$ cat src/rtl/mem_bist_sp_if.sv
// -----------------------------------------------------------------------------
// mem_bist_sp_if
// Single-port RAM bus between the BIST engine and the RAM wrapper.
//   master : BIST side, drives the command and write data, receives read data.
//   slave  : RAM side, receives the command and returns read data.
// Signals:
//   mem_ce    chip enable
//   mem_we    write enable (qualified by mem_ce)
//   mem_addr  word address
//   mem_wdata write data
//   mem_rdata read data, valid READ_LATENCY cycles after a read command
// -----------------------------------------------------------------------------
interface mem_bist_sp_if #(
    parameter int ADDR_W = 11,
    parameter int DATA_W = 8
) ();
    logic              mem_ce;
    logic              mem_we;
    logic [ADDR_W-1:0] mem_addr;
    logic [DATA_W-1:0] mem_wdata;
    logic [DATA_W-1:0] mem_rdata;

    modport master (
        output mem_ce,
        output mem_we,
        output mem_addr,
        output mem_wdata,
        input  mem_rdata
    );

    modport slave (
        input  mem_ce,
        input  mem_we,
        input  mem_addr,
        input  mem_wdata,
        output mem_rdata
    );
endinterface

$ cat src/rtl/mem_bist_sp.sv
// -----------------------------------------------------------------------------
// mem_bist_sp
// Built-in self-test engine for one single-port RAM. On a start pulse it writes
// a pattern over the whole address space, reads it back and compares, once per
// pattern (pattern 0 = address replicated, pattern 1 = its inverse).
//
// Ports:
//   clock, reset   system clock, synchronous active-high reset
//   start          request, sampled only while idle or done
//   busy           test in progress
//   done           test complete, held until next start or reset
//   pass           valid with done; 1 = no miscompare
//   err_count      saturating miscompare count
//   fail_valid     first-failure capture valid
//   fail_addr      address of the first miscompare
//   fail_pattern   pattern index of the first miscompare
//   mem            RAM bus (master modport)
//
// Optional build macro MEM_BIST_HALT_ON_FAIL_EN: when defined the first
// miscompare ends the test immediately (pass=0, err_count=1).
// -----------------------------------------------------------------------------
module mem_bist_sp #(
    parameter int ADDR_W       = 11,
    parameter int DATA_W       = 8,
    parameter int READ_LATENCY = 1,
    parameter int NUM_PATTERNS = 2,
    parameter int ERR_W        = 16
) (
    input  logic              clock,
    input  logic              reset,
    input  logic              start,
    output logic              busy,
    output logic              done,
    output logic              pass,
    output logic [ERR_W-1:0]  err_count,
    output logic              fail_valid,
    output logic [ADDR_W-1:0] fail_addr,
    output logic              fail_pattern,
    mem_bist_sp_if.master     mem
);

    localparam logic [ADDR_W-1:0] LAST_ADDR = '1;
    localparam logic [ERR_W-1:0]  ERR_MAX   = '1;
    localparam int                DRAIN_W   = $clog2(READ_LATENCY + 1);
    localparam logic [DRAIN_W-1:0] DRAIN_LAST = DRAIN_W'(READ_LATENCY - 1);
    localparam logic              LAST_PAT  = 1'(NUM_PATTERNS - 1);

    typedef enum logic [2:0] {IDLE, WRITE, READ, DRAIN, DONE} state_t;

    state_t             state, state_next;
    logic [ADDR_W-1:0]  addr, addr_next;
    logic               pat, pat_next;
    logic [DRAIN_W-1:0] drain_cnt, drain_next;
    logic               flush;

    logic [ERR_W-1:0]   err_next;
    logic               fail_valid_next;
    logic [ADDR_W-1:0]  fail_addr_next;
    logic               fail_pattern_next;

    logic [READ_LATENCY-1:0] pipe_valid;
    logic [DATA_W-1:0]       pipe_exp  [READ_LATENCY];
    logic [ADDR_W-1:0]       pipe_addr [READ_LATENCY];
    logic                    pipe_pat  [READ_LATENCY];

    logic miscompare;
    logic start_ok;

    // Address bits repeated as often as needed to fill the data word.
    function automatic logic [DATA_W-1:0] pattern_data(input logic [ADDR_W-1:0] a,
                                                       input logic p);
        logic [DATA_W-1:0] d;
        for (int i = 0; i < DATA_W; i++) begin
            d[i] = a[i % ADDR_W];
        end
        return p ? ~d : d;
    endfunction

    // The last pipeline stage lines up with the RAM output for its read.
    assign miscompare = pipe_valid[READ_LATENCY-1] &&
                        (mem.mem_rdata != pipe_exp[READ_LATENCY-1]);
    assign start_ok   = start && (state == IDLE || state == DONE);

    always_comb begin
        state_next = state;
        addr_next  = addr;
        pat_next   = pat;
        drain_next = drain_cnt;
        flush      = 1'b0;
        case (state)
            IDLE, DONE: begin
                if (start) begin
                    state_next = WRITE;
                    addr_next  = '0;
                    pat_next   = 1'b0;
                end
            end
            WRITE: begin
                if (addr == LAST_ADDR) begin
                    state_next = READ;
                    addr_next  = '0;
                end else begin
                    addr_next = addr + 1'b1;
                end
            end
            READ: begin
                if (addr == LAST_ADDR) begin
                    state_next = DRAIN;
                    addr_next  = '0;
                    drain_next = '0;
                end else begin
                    addr_next = addr + 1'b1;
                end
            end
            DRAIN: begin
                if (drain_cnt == DRAIN_LAST) begin
                    if (pat == LAST_PAT) begin
                        state_next = DONE;
                    end else begin
                        state_next = WRITE;
                        pat_next   = 1'b1;
                    end
                end else begin
                    drain_next = drain_cnt + 1'b1;
                end
            end
            default: state_next = IDLE;
        endcase
`ifdef MEM_BIST_HALT_ON_FAIL_EN
        // First miscompare abandons the run; reads still in flight are dropped.
        if (miscompare && !fail_valid) begin
            state_next = DONE;
            flush      = 1'b1;
        end
`endif
    end

    // Result bookkeeping: cleared by an accepted start, otherwise updated by
    // each compare. The pipeline is always empty while idle or done.
    always_comb begin
        err_next          = err_count;
        fail_valid_next   = fail_valid;
        fail_addr_next    = fail_addr;
        fail_pattern_next = fail_pattern;
        if (start_ok) begin
            err_next          = '0;
            fail_valid_next   = 1'b0;
            fail_addr_next    = '0;
            fail_pattern_next = 1'b0;
        end else if (miscompare) begin
            if (err_count != ERR_MAX) begin
                err_next = err_count + 1'b1;
            end
            if (!fail_valid) begin
                fail_valid_next   = 1'b1;
                fail_addr_next    = pipe_addr[READ_LATENCY-1];
                fail_pattern_next = pipe_pat[READ_LATENCY-1];
            end
        end
    end

    // Outputs are registered from next-state values so the RAM command and
    // status flags line up with the state they belong to.
    always_ff @(posedge clock) begin
        if (reset) begin
            state         <= IDLE;
            addr          <= '0;
            pat           <= 1'b0;
            drain_cnt     <= '0;
            busy          <= 1'b0;
            done          <= 1'b0;
            pass          <= 1'b0;
            err_count     <= '0;
            fail_valid    <= 1'b0;
            fail_addr     <= '0;
            fail_pattern  <= 1'b0;
            mem.mem_ce    <= 1'b0;
            mem.mem_we    <= 1'b0;
            mem.mem_addr  <= '0;
            mem.mem_wdata <= '0;
            pipe_valid    <= '0;
        end else begin
            state         <= state_next;
            addr          <= addr_next;
            pat           <= pat_next;
            drain_cnt     <= drain_next;
            busy          <= (state_next == WRITE) || (state_next == READ) ||
                             (state_next == DRAIN);
            done          <= (state_next == DONE);
            pass          <= (state_next == DONE) && (err_next == '0);
            err_count     <= err_next;
            fail_valid    <= fail_valid_next;
            fail_addr     <= fail_addr_next;
            fail_pattern  <= fail_pattern_next;
            mem.mem_ce    <= (state_next == WRITE) || (state_next == READ);
            mem.mem_we    <= (state_next == WRITE);
            mem.mem_addr  <= addr_next;
            mem.mem_wdata <= (state_next == WRITE) ? pattern_data(addr_next, pat_next) : '0;

            for (int i = READ_LATENCY - 1; i > 0; i--) begin
                pipe_valid[i] <= pipe_valid[i-1] && !flush;
                pipe_exp[i]   <= pipe_exp[i-1];
                pipe_addr[i]  <= pipe_addr[i-1];
                pipe_pat[i]   <= pipe_pat[i-1];
            end
            pipe_valid[0] <= (state == READ) && !flush;
            pipe_exp[0]   <= pattern_data(addr, pat);
            pipe_addr[0]  <= addr;
            pipe_pat[0]   <= pat;
        end
    end

endmodule

$ cat src/flat_wrapper.sv
// flat-port wrapper written by rule: the top's interface ports become plain ports
module mem_bist_sp_flat 
#(
    parameter int ADDR_W       = 11,
    parameter int DATA_W       = 8,
    parameter int READ_LATENCY = 1,
    parameter int NUM_PATTERNS = 2,
    parameter int ERR_W        = 16
)
  (clock, reset, start, busy, done, pass, err_count, fail_valid, fail_addr, fail_pattern, mem_mem_ce, mem_mem_we, mem_mem_addr, mem_mem_wdata, mem_mem_rdata);
  mem_bist_sp_if #(.ADDR_W(ADDR_W), .DATA_W(DATA_W)) mem_i ();
  input  logic clock;
  input  logic reset;
  input  logic start;
  output logic busy;
  output logic done;
  output logic pass;
  output logic [ERR_W-1:0] err_count;
  output logic fail_valid;
  output logic [ADDR_W-1:0] fail_addr;
  output logic fail_pattern;
  output wire logic [$bits(mem_i.mem_ce)-1:0] mem_mem_ce;
  output wire logic [$bits(mem_i.mem_we)-1:0] mem_mem_we;
  output wire logic [$bits(mem_i.mem_addr)-1:0] mem_mem_addr;
  output wire logic [$bits(mem_i.mem_wdata)-1:0] mem_mem_wdata;
  input wire logic [$bits(mem_i.mem_rdata)-1:0] mem_mem_rdata;
  assign mem_mem_ce = mem_i.mem_ce;
  assign mem_mem_we = mem_i.mem_we;
  assign mem_mem_addr = mem_i.mem_addr;
  assign mem_mem_wdata = mem_i.mem_wdata;
  assign mem_i.mem_rdata = mem_mem_rdata;
  mem_bist_sp #(.ADDR_W(ADDR_W), .DATA_W(DATA_W), .READ_LATENCY(READ_LATENCY), .NUM_PATTERNS(NUM_PATTERNS), .ERR_W(ERR_W)) u_core (.clock(clock), .reset(reset), .start(start), .busy(busy), .done(done), .pass(pass), .err_count(err_count), .fail_valid(fail_valid), .fail_addr(fail_addr), .fail_pattern(fail_pattern), .mem(mem_i));
endmodule
$ cat config.mk
export PLATFORM = sky130hd
export DESIGN_NAME = mem_bist_sp_flat
export DESIGN_NICKNAME = d
export VERILOG_FILES = /design/src/rtl/mem_bist_sp_if.sv /design/src/rtl/mem_bist_sp.sv /design/src/flat_wrapper.sv
export SDC_FILE = /design/constraint.sdc
export NUM_CORES = 1
export LEC_CHECK = 0
export CELL_PAD_IN_SITES_DETAIL_PLACEMENT = 0
export CELL_PAD_IN_SITES_GLOBAL_PLACEMENT = 1
export CORE_ASPECT_RATIO = 0.8
export CORE_MARGIN = 10
export CORE_UTILIZATION = 45
export CTS_BUF_LIST = sky130_fd_sc_hd__clkbuf_4
export CTS_CLUSTER_SIZE = 12
export DETAILED_ROUTE_END_ITERATION = 10
export PLACE_DENSITY_LB_ADDON = 0.1
export REMOVE_ABC_BUFFERS = 1
export SLEW_MARGIN = 40
export SYNTH_ARGS = -nofsm -noshare
export SYNTH_HDL_FRONTEND = slang
export SYNTH_SLANG_ARGS = --single-unit
$ cat constraint.sdc
create_clock -name clock -period 5.9 [get_ports clock]
set_input_delay 1.18 -clock clock [delete_from_list [all_inputs] [get_ports clock]]
set_output_delay 1.18 -clock clock [all_outputs]
set_load 0.01 [all_outputs]
==> results of run 1 <==
==> state kept, by name, summed over array words and instances (netlist names) <==
name and count:
u_core.fail_addr 11, u_core.fail_pattern 1, u_core.pipe_pat 1, u_core.state 3, u_core.mem.mem_ce 1, u_core.pipe_exp 8, u_core.pipe_valid 1, u_core.fail_valid 1
u_core.pat 1, u_core.mem.mem_we 1, u_core.busy 1, u_core.pipe_addr 11, u_core.err_count 16, u_core.done 1, u_core.mem.mem_addr 11, u_core.mem.mem_wdata 8
u_core.pass 1
==> cells by family (layout without fill, tap and decap cells) <==
logic type | after synthesis | count (layout) | synth area share, %
adders and majority gates | 3 | 3 | 0.9893
muxes | 17 | 17 | 4.806
xor gates and xnor gates | 37 | 37 | 9.152
and+or+nand+nor | 143 | 143 | 20.57
AOI/OAI and AO/OA | 56 | 56 | 10.81
buffers and inverters | 25 | 88 | 3.922
DFF | 78 | 78 | 49.75
==> critical path, cell delays in order <==
cell             delay, ns
clkdlybuf4s50_1       0.47
xor2_1                0.16
nor4_1                0.08
a21boi_1              0.16
buf_4                 0.24
nand2_2               0.17
o311ai_0              0.43
o211a_1               0.21
and4_1                0.17
==> cell type report <==
type	instances	area, µm²
clock buffers	10	75.07
clock inverters	6	61.31
fillers	681	3179
inverters	6	22.52
multi-input cells	256	1648
flip-flops and latches	78	1762
well taps	105	131.4
repair buffers	66	653.1
==> path summary, 6_finish.rpt <==
path                               start                       to  slack, ns  cells past startpoint
hold reg to reg   u_core.pipe_addr[0][6]      u_core.fail_addr[6]       0.49                      2
setup reg to reg  u_core.mem.mem_addr[0]  u_core.mem.mem_wdata[5]       3.24                      8
hold / removal    u_core.pipe_addr[0][6]      u_core.fail_addr[6]       0.49                      2
setup / recovery        mem_mem_rdata[7]              u_core.pass       2.99                      9
==> stage by stage <==
| stage | hold slack [ns] | instances | util, % | cell area (µm²) | total power [mW] |
|---|---|---|---|---|---|
| 2_1_floorplan | 0.4567 | 340 | - | 3425 | 0.6054 |
| 3_3_place_gp | 0.4635 | 511 | 55.93 | 4213 | 0.6324 |
| 3_5_place_dp | 0.4759 | 511 | 55.98 | 4217 | 0.6333 |
| 4_1_cts | 0.4934 | 527 | 57.79 | 4353 | 0.9480 |
| 5_1_grt | 0.5099 | 527 | 57.79 | 4353 | 0.9822 |
| 6_report | 0.4854 | 527 | 57.79 | 4353 | 0.9374 |
==> cell usage in the layout (no fill, tap or decap), drive strengths merged, types with 8 or more instances in the layout <==
master and n:
nand2b 8, xnor2 10, mux2i 17, o21ai 9, nand3 12, nor2 58, edfxtp 20, xor2 27
nand2 22, clkdlybuf4s50 63, clkbuf 10, inv 8, a21oi 17, dfxtp 58
==> power by group through the flow <==
stage | clock network (mW) | logic, mW | registers [mW]
floorplan | 0 | 0.0279 | 0.577
global placement | 0 | 0.0549 | 0.577
detailed placement | 0 | 0.0554 | 0.578
CTS | 0.326 | 0.0558 | 0.566
global route | 0.354 | 0.0613 | 0.567
finish | 0.317 | 0.0550 | 0.566
==> layer usage <==
layer | vias up | GRT usage [%] | part of all wire (%)
met3 | 8 | 5.085 | 5.9
met2 | 60 | 20.64 | 42
li1 | 1380 | - | -
met5 | - | 0 | 0
met1 | 1256 | 19.56 | 51
met4 | 0 | 3.280 | 0.92
==> flow_metrics.tcl, run 1 <==
set metrics [dict create \
    post_drt_via_cell_ratio 5.131 \
    power_frac_seq_pct 60.3 \
    arrival_ns 3.27 \
    syn_to_final_growth_pct 22.93 \
    ios 64 \
    rsz0062_at_grt "no" \
    synth_area_leader_cell "dfxtp_1" \
    num_rows 28 \
    drv_cap 0 \
    worstHoldPathType "reg -> reg" \
    clk_path_buf_depth 2 \
    cts_setup_buffers 0 \
    fin_crit_ns 2.908 \
    synth_top_area_share_pct 32.79 \
    hold_viol 0 \
    cts.sinks 78 \
    portBuffers 63 \
    cts_tree "yes" \
    antennaDiodeCount 0 \
    htreeDepth 3 \
    die_width_um 119.2 \
    p_sw_uw 220.4 \
    cts-buffers-inserted 9 \
    drcViolationCount 0 \
    grt_pass1_vias 2629 \
    ant_nets 0 \
    dpl.hpwl_mm 6.021 \
    clock_latency_ns 0.42 \
    fp.dieH_um 99.34 \
    synth_area_um2 3541 \
    synth_cell_types 60 \
    p_leak_nw 1.537 \
    clkTransAtPathRegs_ns 0.13 \
    finClkSkew_ns 0.01487 \
    drive_above_1_share_pct 8.294 \
    ir_drop_v 0.0001168 \
    cts_hold_buf 0 \
    ys_top_cells_by_count "dfxtp_1 (58), nor2_1 (58), xor2_1 (27)" \
    path_max_fanout 15 \
    worstMarginPinSlew_ns 0.6840 \
    synthTopCellsByArea "dfxtp_1 (33%), edfxtp_1 (17%), xor2_1 (6.7%)" \
    first_pass_iters 4 \
    grt_pass1_wl_mm 13.88 \
    gp_congestion 0.8840 \
    dpl_worst_slack_ns 2.217 \
    drt-total-wl_mm 8.258 \
    design.die.area_um2 11840 \
    syn_avg_cell_area_um2 9.863 \
    synth_warnings 0 \
    route.vias.total 2704 \
    slew_violations 0 \
    grt-ovfl-total 0 \
    powerDensity_nw_per_um2 215.3 \
    grt_max_degree 26 \
    cts_root_buf "clkbuf_4" \
    critPathKind "in -> reg" \
    detail_route.wl_per_cell_um 15.67 \
    nets 430 \
    setup_viol 0 \
    antenna_found_initial 0 \
    netlist_instances 359 \
    fmax_ghz 0.3439 \
    start_util_pct 47.01 \
    ys_seq_area_share_pct 49.75 \
    outcome "complete, no violations" \
    cp.required_ns 6.27 \
    slew_headroom_pct 54.34 \
    synth_ff_type "dfxtp_1" \
    core_area_um2 7532 \
    internal_power_uw 716.9 \
    cts_resized 0 \
    combPwrFrac_pct 5.9 \
    ys_ff_latch 78 \
    drt-initial-drc-count 181 \
    swShare_pct 23.52 \
    tns_ns 0 \
    period_share_pct 49.29 \
    grt_usage_pct 14.19 \
    synth-edff-count 20 \
    critPathCaptureType "flip-flop" \
    finalWorstSetupSlack_ns 2.992 \
    synthArstFlopShare_pct 0 \
    power_frac_clock_pct 33.8 \
    startpoint_type "input port" \
]
Power figures use the tool's default switching activity.
==> run 2: changes to the inputs <==
--- a/config.mk
+++ b/config.mk
@@ -9,7 +9,7 @@
 export CELL_PAD_IN_SITES_GLOBAL_PLACEMENT = 1
 export CORE_ASPECT_RATIO = 0.8
 export CORE_MARGIN = 10
-export CORE_UTILIZATION = 45
+export CORE_UTILIZATION = 38
 export CTS_BUF_LIST = sky130_fd_sc_hd__clkbuf_4
 export CTS_CLUSTER_SIZE = 12
 export DETAILED_ROUTE_END_ITERATION = 10
==> constraint.sdc (replaced) <==
create_clock -name clock -period 2.5 [get_ports clock]
set_input_delay 0.5 -clock clock [delete_from_list [all_inputs] [get_ports clock]]
set_output_delay 0.5 -clock clock [all_outputs]
set_load 0.01 [all_outputs]
==> run 2 against run 1 <==
Compared with the run above: power is 140% higher; first-iteration DRC count fell by 5.0%; count of clock-buffer cells in the layout unchanged; non-clock buffer count up 41; global-route usage fell by 0.52 points; sequential cell count stayed put; clock skew up 0.0038 ns; wire length grew 10%; combinational power grew to 2.9 times the previous value; critical endpoint unchanged; largest power group unchanged.
==> flow_metrics.tcl, run 2 (synthesis gave the netlist of run 1 again) <==
set metrics [dict create \
    cts-buffers-inserted 9 \
    fin_crit_ns 2.377 \
    grt-ovfl-total 0 \
    regMostFlops "u_core.err_count" \
    post_drt_via_cell_ratio 4.905 \
    drt-initial-drc-count 172 \
    setup_viol 0 \
    drv_cap 0 \
    powerDensity_nw_per_um2 476.6 \
    ios 64 \
    ir_drop_v 0.0003558 \
    htreeDepth 3 \
    final_common_cell "clkdlybuf4s50_1" \
    clkTransAtPathRegs_ns 0.13 \
    critPathKind "in -> reg" \
    cts_hold_buf 0 \
    dpl_cell_area_um2 4558 \
    swShare_pct 23.83 \
    final_cell_area_um2 4693 \
    detail_route.wl_per_cell_um 15.78 \
    hold_viol 0 \
    fillers 893 \
    clock_latency_ns 0.43 \
    largest_register_ff_count 16 \
    fp.dieH_um 106.3 \
    grt_pass1_vias 2822 \
    drcViolationCount 0 \
    regArea_um2 1762 \
    portBuffers 63 \
    slew_violations 0 \
    dp.cells 562 \
    period_share_pct 95.08 \
    power_frac_clock_pct 33.6 \
    start_util_pct 39.01 \
    power_mw 2.237 \
    worstMarginPinSlew_ns 0.4778 \
    slew_headroom_pct 67.73 \
    clk_path_buf_depth 2 \
    final_util_pct 51.71 \
    die_width_um 127.9 \
    path_max_fanout 9 \
    critPathCaptureType "flip-flop" \
    multi_input_area_um2 1644 \
    worstHoldPathType "reg -> reg" \
    final_cell_mix "clkdlybuf4s50_1 (63), nor2_1 (58), dfxtp_1 (58)" \
    antenna_found_initial 0 \
    dpl.hpwl_mm 6.809 \
    p_leak_nw 1.750 \
    rsz0062_at_grt "no" \
    gp_congestion 0.8765 \
    power_frac_seq_pct 59.4 \
    num_rows 31 \
    startpoint_type "input port" \
    nets 471 \
    cts_setup_buffers 0 \
    finalWorstSetupSlack_ns 0.1229 \
    syn_to_final_growth_pct 32.54 \
    p_sw_uw 533.0 \
    ant_nets 0 \
    fin_cells 578 \
    fmax_ghz 0.4207 \
    cts_tree "yes" \
    core_area_um2 9076 \
    dpl_worst_slack_ns -0.3360 \
    grt_usage_pct 13.66 \
    route.vias.total 2835 \
    drt-total-wl_mm 9.119 \
    cts_resized 0 \
    drive_above_1_share_pct 15.98 \
    arrival_ns 2.75 \
    grt_pass1_wl_mm 15.03 \
    cp.required_ns 2.88 \
    antennaDiodeCount 0 \
    cts.sinks 78 \
    finClkSkew_ns 0.01862 \
    internal_power_mw 1.704 \
    design.die.area_um2 13600 \
    combPwrFrac_pct 7.0 \
    outcome "complete, no violations" \
    first_pass_iters 4 \
    grt_max_degree 26 \
    cts_root_buf "clkbuf_4" \
]
==> run 2: changes by cell type in the layout (fill, tap and decap cells not counted), sizes merged <==
cell / delta
inv: -1
buf: +41
clkinvlp: +1
==> run 2: power by group through the flow <==
stage	Combinational (mW)	Sequential [mW]	Clock, mW
floorplan	0.0659	1.36	0
global placement	0.159	1.36	0
detailed placement	0.159	1.36	0
CTS	0.160	1.33	0.790
global route	0.175	1.33	0.837
finish	0.157	1.33	0.752
==> run 2: metrics by stage <==
stage                     TNS (ns)  hold slack (ns)
after global placement     -0.6887           0.4599
after floorplan             -2.393           0.4567
after CTS                        0           0.5044
after global routing             0           0.5347
after detailed placement   -0.9778           0.4725
final                            0           0.5037
==> run 2: final timing paths <==
check | slack (ns) | start | depth (start not counted) | to
min | 0.50 | u_core.pipe_pat[0] | 2 | u_core.fail_pattern
min reg2reg | 0.50 | u_core.pipe_pat[0] | 2 | u_core.fail_pattern
max | 0.12 | mem_mem_rdata[7] | 10 | u_core.pass
max reg2reg | 0.20 | u_core.pipe_exp[0][4] | 9 | u_core.pass
==> run 2: critical path, cell delays in order <==
cell and delay, ns:
clkdlybuf4s50_1 0.42, xor2_1 0.14, nor4_1 0.38, a21boi_1 0.13, buf_4 0.19, buf_4 0.15, and2_4 0.15, a211o_1 0.27
a211oi_2 0.21, and4_1 0.20
==> run 2: per-layer routing <==
| metal | global-route usage, % | part of all wire, % | vias up |
|---|---|---|---|
| met5 | 0 | 0 | - |
| met4 | 2.889 | 0.79 | 0 |
| met3 | 5.412 | 8.0 | 6 |
| met2 | 20.30 | 42 | 74 |
| met1 | 18.27 | 49 | 1293 |
| li1 | - | - | 1462 |
==> run 2: area by class of cell <==
| cell class | count | area share [%] |
|---|---|---|
| clock inverters | 6 | 1.280 |
| flip-flops and latches | 78 | 37.54 |
| well taps | 115 | 3.066 |
| inverters | 6 | 0.4799 |
| repair buffers | 107 | 21.01 |
| clock buffers | 10 | 1.600 |
| multi-input cells | 256 | 35.03 |
